## config.mk

```make
export PLATFORM = sky130hd
export DESIGN_NAME = instr_encode_unit
export DESIGN_NICKNAME = d
export VERILOG_FILES = /design/src/rtl/instr_encode_unit.sv
export SDC_FILE = /design/constraint.sdc
export NUM_CORES = 1
export LEC_CHECK = 0
export CAP_MARGIN = 20
export CORE_AREA = 4 4 100 102
export DETAILED_ROUTE_END_ITERATION = 10
export DIE_AREA = 0 0 104 106
export HOLD_SLACK_MARGIN = 0.15
export PLACE_DENSITY = 0.71
export SLEW_MARGIN = 20
export SYNTH_ARGS = -nofsm -noshare
export SYNTH_HDL_FRONTEND = slang
export SYNTH_SLANG_ARGS = --single-unit
```

## constraint.sdc

```tcl
create_clock -name clk_i -period 1.6 [get_ports clk_i]
set_input_delay 0.32 -clock clk_i [delete_from_list [all_inputs] [get_ports clk_i]]
set_output_delay 0.32 -clock clk_i [all_outputs]
set_load 0.01 [all_outputs]
```

## src/rtl/instr_encode_unit.sv

```systemverilog
// Instruction encode unit: packs a decoded RV32 field bundle back into a
// 32-bit instruction word and buffers the result in a 2-entry output FIFO.
// Bundles that cannot form a legal instruction are dropped and counted.
module instr_encode_unit (
  input  logic        clk_i,
  input  logic        rst_ni,
  input  logic        valid_i,
  output logic        ready_o,
  input  logic [2:0]  fmt_i,
  input  logic [6:0]  opcode_i,
  input  logic [2:0]  func3_i,
  input  logic [6:0]  func7_i,
  input  logic [4:0]  rs1_i,
  input  logic [4:0]  rs2_i,
  input  logic [4:0]  rd_i,
  input  logic [31:0] immed_i,
  output logic [31:0] instr_o,
  output logic        valid_o,
  input  logic        ready_i,
  output logic        err_o,
  output logic [7:0]  err_cnt_o,
  output logic [1:0]  count_o
);

  // Format codes carried on fmt_i; codes 6 and 7 have no encoding.
  typedef enum logic [2:0] {
    FMT_R  = 3'd0,
    FMT_I  = 3'd1,
    FMT_S  = 3'd2,
    FMT_SB = 3'd3,
    FMT_U  = 3'd4,
    FMT_UJ = 3'd5
  } fmt_e;

  logic [31:0] mem [2];
  logic        wr_ptr;
  logic        rd_ptr;
  logic [1:0]  count;
  logic        err_q;
  logic [7:0]  err_cnt;

  logic [31:0] encoded;
  logic        illegal;
  logic        accept;
  logic        push;
  logic        pop;
  logic        drop;

  // Ready and valid come only from the occupancy register, so there is no
  // combinational path from ready_i back to ready_o.
  assign ready_o   = (count < 2'd2);
  assign valid_o   = (count != 2'd0);
  assign instr_o   = mem[rd_ptr];
  assign count_o   = count;
  assign err_o     = err_q;
  assign err_cnt_o = err_cnt;

  assign accept = valid_i & ready_o;
  assign push   = accept & ~illegal;
  assign drop   = accept & illegal;
  assign pop    = valid_o & ready_i;

  // Pack the fields into the instruction word; branch and jump immediates
  // are in bytes, so bit 0 is implied and never stored.
  always_comb begin
    encoded = '0;
    case (fmt_i)
      FMT_R:   encoded = {func7_i, rs2_i, rs1_i, func3_i, rd_i, opcode_i};
      FMT_I:   encoded = {immed_i[11:0], rs1_i, func3_i, rd_i, opcode_i};
      FMT_S:   encoded = {immed_i[11:5], rs2_i, rs1_i, func3_i,
                          immed_i[4:0], opcode_i};
      FMT_SB:  encoded = {immed_i[12], immed_i[10:5], rs2_i, rs1_i, func3_i,
                          immed_i[4:1], immed_i[11], opcode_i};
      FMT_U:   encoded = {immed_i[31:12], rd_i, opcode_i};
      FMT_UJ:  encoded = {immed_i[20], immed_i[10:1], immed_i[11],
                          immed_i[19:12], rd_i, opcode_i};
      default: encoded = '0;
    endcase
  end

  // A bundle is unencodable for an unused format code, a non-32-bit opcode,
  // or an odd branch/jump offset that the encoding cannot represent.
  always_comb begin
    illegal = 1'b0;
    if ((fmt_i == 3'd6) || (fmt_i == 3'd7))
      illegal = 1'b1;
    if (opcode_i[1:0] != 2'b11)
      illegal = 1'b1;
    if (((fmt_i == FMT_SB) || (fmt_i == FMT_UJ)) && immed_i[0])
      illegal = 1'b1;
  end

  // Two-entry FIFO with single-bit pointers; occupancy is tracked separately
  // so that full and empty can be told apart when the pointers match.
  always_ff @(posedge clk_i or negedge rst_ni) begin
    if (!rst_ni) begin
      mem[0] <= '0;
      mem[1] <= '0;
      wr_ptr <= 1'b0;
      rd_ptr <= 1'b0;
      count  <= 2'd0;
    end else begin
      if (push) begin
        mem[wr_ptr] <= encoded;
        wr_ptr      <= ~wr_ptr;
      end
      if (pop)
        rd_ptr <= ~rd_ptr;
      case ({push, pop})
        2'b10:   count <= count + 2'd1;
        2'b01:   count <= count - 2'd1;
        default: count <= count;
      endcase
    end
  end

  // Error pulse follows each dropped bundle by one cycle; the counter sticks at 255.
  always_ff @(posedge clk_i or negedge rst_ni) begin
    if (!rst_ni) begin
      err_q   <= 1'b0;
      err_cnt <= 8'd0;
    end else begin
      err_q <= drop;
      if (drop && (err_cnt != 8'hFF))
        err_cnt <= err_cnt + 8'd1;
    end
  end

endmodule

```

==> results of run 1 <==
## sequential cells by signal (all words and copies together) (netlist names)
name	flops
err_cnt_o	8
rd_ptr	1
mem	64
err_o	1
wr_ptr	1
count_o	2
## final cells by class
| type | instances | area [sq um] | area share, % |
|---|---|---|---|
| inverter | 4 | 16.3 | 0.273 |
| clock inverter | 6 | 111 | 1.87 |
| timing repair buffer | 167 | 1760 | 29.5 |
| clock buffer | 10 | 128 | 2.14 |
| sequential | 77 | 1930 | 32.4 |
| multi-input combinational | 276 | 1880 | 31.5 |
| tap | 111 | 139 | 2.33 |
## path summary, 6_finish.rpt
check | end | slack (ns) | cells past startpoint
max reg2reg | err_cnt_o[6] | 0.06 | 5
min reg2reg | mem[0] | 0.47 | 1
min | mem[0] | 0.47 | 1
min in group asynchronous | mem[43] | 0.54 | 3
max in group asynchronous | count_o[1] | 0.70 | 3
max | instr_o[26] | -0.23 | 4
## what timing repair did
item                                    in CTS  in global routing
pin swaps                                    0                  3
endpoints found under the setup margin     117                 94
cloned                                       3                  4
hold buffers                                 1                  0
buffers inserted                             8                  4
endpoints found under the hold margin       77                  0
gates resized for setup                    186                 30
## layout by cell type, fill, tap and decap left out, drive strengths merged, types with 7 or more instances in the layout
cell type / n
clkdlybuf4s50: 67
buf: 81
nand2b: 8
clkbuf: 16
mux2: 37
xnor2: 9
a21oi: 13
dlygate4sd2: 11
a22oi: 15
mux2i: 7
nor2b: 11
o21ai: 66
dfrtp: 77
nand2: 76
## power groups by stage
stage	Sequential, mW	Combinational (mW)	Clock, mW
2_1_floorplan	3.17	1.97	0
3_3_place_gp	3.20	3.86	0
3_5_place_dp	3.24	3.92	0
4_1_cts	3.21	4.50	1.80
5_1_grt	3.35	4.90	1.87
6_report	3.22	4.54	1.76
## logic make-up after synthesis
logic type	after synthesis	share of synthesized area, %
xor gates and xnor gates	10	2.28
adders and majority gates	2	0.652
DFF	77	50.2
and+or+nand+nor	115	14.0
AOI/OAI and AO/OA	105	16.5
buffers and inverters	30	3.62
muxes	44	12.8
## worst max-delay path, delay by kind of cell (launching register included)
kind / cells / cell delay (ns)
muxes: 1 / 0.30
buffers and inverters: 3 / 0.41
DFF: 1 / 0.45
## routing by layer
metal / vias up / global-route usage [%] / wire, microns
li1: 1643 / - / -
met1: 1592 / 24.2 / 4640
met3: 19 / 3.46 / 574
met5: - / 0 / 0
met2: 106 / 31.3 / 5190
met4: 0 / 8.93 / 289
## through the flow
| stage | total power [mW] | std cells |
|---|---|---|
| 2_1_floorplan | 5.14 | 383 |
| 3_3_place_gp | 7.05 | 617 |
| 3_5_place_dp | 7.17 | 617 |
| 4_1_cts | 9.51 | 645 |
| 5_1_grt | 10.1 | 651 |
| 6_report | 9.53 | 651 |
==> impl_metrics.yaml, run 1 <==
grt:
  grt_max_degree: 49
  grt-ovfl-total: 0
  grt_pass1_wl_mm: 16.7
  grt_usage_pct: 19.0
  antenna_found_initial: 0
  grt_pass1_vias: 3478
finish:
  n_fill_cell: 730
  fin_util_pct: 65.4
  drive_gt1_share_pct: 29.4
  fin_nets: 608
  final_cell_area_sq_um: 5960
  syn_to_final_growth_pct: 55.2
  insertedDiodeCount: 0
timing:
  post-route-period-util_pct: 114
  final_hold_viol_count: 0
  fin_ws_ns: -0.228
  setup_tns_ns: -6.19
  finalCriticalPeriod_ns: 1.83
  worst_pin_slew_ns: 0.386
  fin_worst_skew_ns: 0.00579
  clock.fmax_ghz: 0.547
  slew_viol_final: 0
  max_slew_margin_pct: 74.1
  hold_slack_ns: 0.472
  rsz0062_at_grt: "yes"
  setup_viol: 32
yosys:
  yosysSeqAreaShare_pct: 50.2
  ys_types: 39
  synthesis.area_sq_um: 3840
  synth_cells: 383
  synth_edf_count: 0
  synth_fp_nets: 456
  ys_warn_count: 0
  netlist.area_leader.share_pct: 50.2
  synthTopCellsByCount: "dfrtp_1 (77), nand2_1 (74), o21ai_1 (48)"
  yosys_most_used_dff: "dfrtp_1"
  synth_top_area_cell: "dfrtp_1"
  yosysMostFrequentCell: "dfrtp_1"
  yosys-top-cells-area: "dfrtp_1 (50%), mux2_2 (10%), nand2_1 (7.2%)"
  synth_area_per_cell_sq_um: 10.0
  synth.ff_latch_count: 77
  synthArstFlopShare_pct: 100
worst_hold_path:
  min-delay-start: "mem[0]"
  worstHoldPathType: "register to register"
floorplanning:
  rows: 35
  die_w_microns: 104
  start_util_pct: 42.2
  core_sq_um: 9110
  die-area_sq_um: 11000
  ioPinCount: 116
  die_y_microns: 106
power:
  internal_power_mw: 6.48
  p_switching_mw: 3.05
  seqPwrFrac_pct: 33.8
  leakage_nw: 2.75
  combPwrFrac_pct: 47.7
  ir_drop_mv: 1.01
  clockPowerShare_pct: 18.5
  powerDensity_nw_per_um2: 1600
  swShare_pct: 32.0
detailed_routing:
  vias: 3360
  vias_per_cell: 5.16
  postRouteAntennaNets: 0
  drc: 0
  drtIter0Drc: 89
  wl_mm: 10.7
  drt_pre_antenna_iters: 4
  wl_per_cell_microns: 16.4
setup_path:
  crit_slowest_cell: "dfrtp_2"
  path_max_fanout: 6
  critPathMaxStageDelay_ns: 0.45
  critPathRequiredTime_ns: 1.28
  startpoint: "rd_ptr"
  critical_path_arrival_ns: 1.51
  crit_path_end_kind: "output pin"
  startpoint_type: "register"
  path_class: "register to output pin"
  regToRegStartpoint: "count_o[1]"
  crit_chain: "buf_12, buf_16, mux2_4, buf_6"
placed_design:
  place_area_sq_um: 5340
  globalplace.congestion: 0.830
  port-buffer-count: 115
  dp_slack_ns: -0.614
  hpwlAfterDp_mm: 7.35
cts:
  clk_pin_slew_ns: 0.08
  clock_latency_ns: 0.34
  htreeDepth: 3
  cts_buffers: 9
  clock_path_buffers: 2
  cts_tree: "built"
  root_buffer: "clkbuf_8"
  cts_sinks: 77
status:
  violations: "negative setup slack"
  outcome: "complete, but fails checks"
job:
  max_cap_viol_count: 0
(Power assumes the default switching activity.)
==> inputs of run 2 (changes only) <==
--- a/config.mk
+++ b/config.mk
@@ -5,13 +5,13 @@
 export SDC_FILE = /design/constraint.sdc
 export NUM_CORES = 1
 export LEC_CHECK = 0
-export CAP_MARGIN = 20
+export CAP_MARGIN = 15
 export CORE_AREA = 4 4 100 102
+export CTS_CLUSTER_SIZE = 16
 export DETAILED_ROUTE_END_ITERATION = 10
 export DIE_AREA = 0 0 104 106
 export HOLD_SLACK_MARGIN = 0.15
 export PLACE_DENSITY = 0.71
-export SLEW_MARGIN = 20
 export SYNTH_ARGS = -nofsm -noshare
 export SYNTH_HDL_FRONTEND = slang
 export SYNTH_SLANG_ARGS = --single-unit
==> results of run 2 <==
Final layout, timing and power as in run 1 (identical DEF).
==> inputs of run 3 (changes only) <==
==> config.mk (replaced) <==
export PLATFORM = sky130hd
export DESIGN_NAME = instr_encode_unit
export DESIGN_NICKNAME = d
export VERILOG_FILES = /design/src/rtl/instr_encode_unit.sv
export SDC_FILE = /design/constraint.sdc
export NUM_CORES = 1
export LEC_CHECK = 0
export ABC_AREA = 1
export CAP_MARGIN = 15
export CORE_AREA = 4 4 103 105
export CTS_CLUSTER_SIZE = 16
export DETAILED_ROUTE_END_ITERATION = 10
export DIE_AREA = 0 0 107 109
export HOLD_SLACK_MARGIN = 0.15
export PLACE_DENSITY = 0.7
export SYNTH_ARGS = -nofsm -noshare
export SYNTH_HDL_FRONTEND = slang
export SYNTH_SLANG_ARGS = --single-unit
==> run 3 against run 2 <==
The flow still finishes with violations (negative setup slack). Cell count grew 35%. Register-to-register slack gained 0.02 ns. Clock-buffer cell count is the same. Worst hold slack lost 0.0085 ns. Die area grew 5.8%. Maximum frequency grew 9.3%. Sequential share of layout area shrank 1.5 points.
==> impl_metrics.yaml, run 3 <==
cts:
  htreeDepth: 3
  root_buffer: "clkbuf_8"
  clk_pin_slew_ns: 0.09
  clock_path_buffers: 2
  clock_latency_ns: 0.35
  cts_buffers: 9
  cts_sinks: 77
  cts_tree: "built"
yosys:
  yosys-top-cells-area: "dfrtp_1 (47%), nand2_1 (33%), nand3_1 (2.6%)"
  synthesis.area_sq_um: 4110
  netlist.area_leader.share_pct: 46.9
  synthArstFlopShare_pct: 100
  yosys_most_used_dff: "dfrtp_1"
  synth_cells: 583
  synth_top_area_cell: "dfrtp_1"
  yosysMostFrequentCell: "nand2_1"
  synth_edf_count: 0
  synth.ff_latch_count: 77
  synth_area_per_cell_sq_um: 7.05
  synthTopCellsByCount: "nand2_1 (362), dfrtp_1 (77), inv_1 (24)"
  yosysSeqAreaShare_pct: 46.9
  synth_fp_nets: 656
  ys_warn_count: 0
  ys_types: 27
setup_path:
  rrSetupSlack_ns: 0.08
  critPathMaxStageDelay_ns: 0.46
  crit_path_end_kind: "output pin"
  worst-path-stages: 5
  path_class: "register to output pin"
  regToRegStartpoint: "count_o[1]"
  path_buf_inv: 3
  path_max_fanout: 8
  crit_chain: "buf_6, buf_16, nand2_4, nand2_4, buf_6"
  cpLargestDelayFamily: "flip-flops"
  rr_worst_depth: 7
  crit_slowest_cell: "dfrtp_2"
  critPathRequiredTime_ns: 1.28
  startpoint_type: "register"
  critical_path_arrival_ns: 1.35
  r2r_end: "mem[34]"
finish:
  final_common_cell: "nand2_1"
  stdcell_count: 877
  fin_nets: 812
  syn_to_final_growth_pct: 51.8
  drive_gt1_share_pct: 23.3
  largest_register_ffs: 64
  top_register: "mem"
  n_fill_cell: 870
  mostFrequentLayoutCells: "nand2_1 (314), dfrtp_1 (75), clkdlybuf4s50_1 (68)"
  insertedDiodeCount: 0
placed_design:
  place_inst: 851
  port-buffer-count: 115
  hpwlAfterDp_mm: 8.79
  dp_slack_ns: -0.408
  globalplace.congestion: 0.830
timing:
  setup_viol: 28
  setup_tns_ns: -1.55
  max_slew_margin_pct: 67.7
  finalCriticalPeriod_ns: 1.67
  fin_ws_ns: -0.0726
  post-route-period-util_pct: 105
  fin_worst_skew_ns: 0.00931
  rsz0062_at_grt: "yes"
  clock.fmax_ghz: 0.598
  slew_viol_final: 0
  worst_pin_slew_ns: 0.483
  final_hold_viol_count: 0
detailed_routing:
  postRouteAntennaNets: 0
  vias_per_cell: 4.84
  drtIter0Drc: 228
  vias: 4244
  wl_per_cell_microns: 14.2
  drt_pre_antenna_iters: 4
  drc: 0
  wl_mm: 12.5
power:
  internal_power_mw: 5.91
  clockPowerShare_pct: 15.9
  combPwrFrac_pct: 49.2
  seqPwrFrac_pct: 34.9
  leakage_nw: 3.43
  powerDensity_nw_per_um2: 1550
  p_switching_mw: 3.74
  swShare_pct: 38.8
  ir_drop_mv: 0.851
  total_power_mw: 9.65
floorplanning:
  rows: 36
  core_sq_um: 9640
  start_util_pct: 42.7
  die_w_microns: 107
  ioPinCount: 116
  die-area_sq_um: 11700
  die_y_microns: 109
grt:
  grt_pass1_wl_mm: 20.7
  grt-ovfl-total: 0
  antenna_found_initial: 0
  grt_pass1_vias: 4247
  grt_usage_pct: 22.3
  grt_max_degree: 78
worst_hold_path:
  worstHoldPathType: "register to register"
  holdPathEnd: "mem[33]"
  worstHoldPathCells: 2
  min-delay-start: "mem[33]"
job:
  max_cap_viol_count: 0
status:
  outcome: "complete, but fails checks"
  violations: "negative setup slack"
-- run 3: cell count changes in the layout (fill, tap and decap cells not counted), sizes merged, moves of 9 or more --
| cell | delta |
|---|---|
| a22oi | -15 |
| inv | +25 |
| a21oi | -9 |
| nand2 | +289 |
| nand3 | +21 |
| nor2 | +22 |
| mux2 | -37 |
| o21ai | -56 |
| nor2b | -11 |
-- run 3: tightest hold or removal path, cell delays in order (launching register included) --
cell and delay (ns):
dfrtp_1 0.34, inv_1 0.05, nand2_1 0.05
-- run 3: layer usage --
layer	routed length, microns	global-route usage, %
met2	6520	40.2
met1	5100	27.2
met5	0	0
met3	678	3.85
met4	170	7.31
-- run 3: power groups by stage --
stage	Clock, mW	Combinational, mW	Sequential (mW)
6_report	1.53	4.75	3.37
5_1_grt	1.66	5.20	3.48
4_1_cts	1.57	4.34	3.28
3_5_place_dp	0	4.20	3.28
3_3_place_gp	0	4.12	3.24
2_1_floorplan	0	1.97	3.23
-- run 3: cells by family (layout without fill, tap and decap cells) --
| kind of cell | Yosys count | count (layout) | synth area share, % |
|---|---|---|---|
| compound gates | 19 | 19 | 2.62 |
| flops | 77 | 77 | 46.9 |
| xor+xnor | 6 | 6 | 1.28 |
| buf+inv | 52 | 213 | 6.15 |
| fa+ha+maj | 2 | 2 | 0.609 |
| simple gates | 427 | 427 | 42.5 |
-- run 3: timing repair --
item | 4_1_cts | 5_1_grt
buffers inserted | 8 | 1
setup endpoints to repair | 49 | 44
cloned | 1 | 0
hold buffers | 1 | 0
pin swaps | 11 | 14
gates resized for setup | 187 | 63
hold endpoints to repair | 77 | 0
-- run 3: cell type report --
| cell class | count | area [sq um] | share of cell area, % |
|---|---|---|---|
| multi-input cells | 454 | 2160 | 34.7 |
| repair buffers | 170 | 1670 | 26.7 |
| clock inverters | 6 | 70.1 | 1.12 |
| flip-flops and latches | 77 | 1930 | 30.9 |
| well taps | 133 | 166 | 2.67 |
| inverters | 27 | 104 | 1.66 |
| clock buffers | 10 | 138 | 2.21 |
-- run 3: worst max-delay path by stage --
| stage | from | endpoint |
|---|---|---|
| floorplan | count_o[1] | count_o[1] |
| global placement | fmt_i[2] | count_o[1] |
| detailed placement | fmt_i[2] | count_o[1] |
| CTS | rd_ptr | instr_o[20] |
| global route | rd_ptr | instr_o[20] |
| finish | rd_ptr | instr_o[9] |
-- run 3: per-stage QoR --
| step | hold WS, ns | area (sq um) | util, % |
|---|---|---|---|
| final | 0.464 | 6240 | 64.7 |
| after global routing | 0.487 | 6240 | 64.7 |
| after CTS | 0.455 | 6040 | 62.6 |
| after floorplan | 0.0244 | 4130 | - |
| after detailed placement | 0.371 | 5730 | 59.4 |
| after global placement | 0.370 | 5730 | 59.4 |
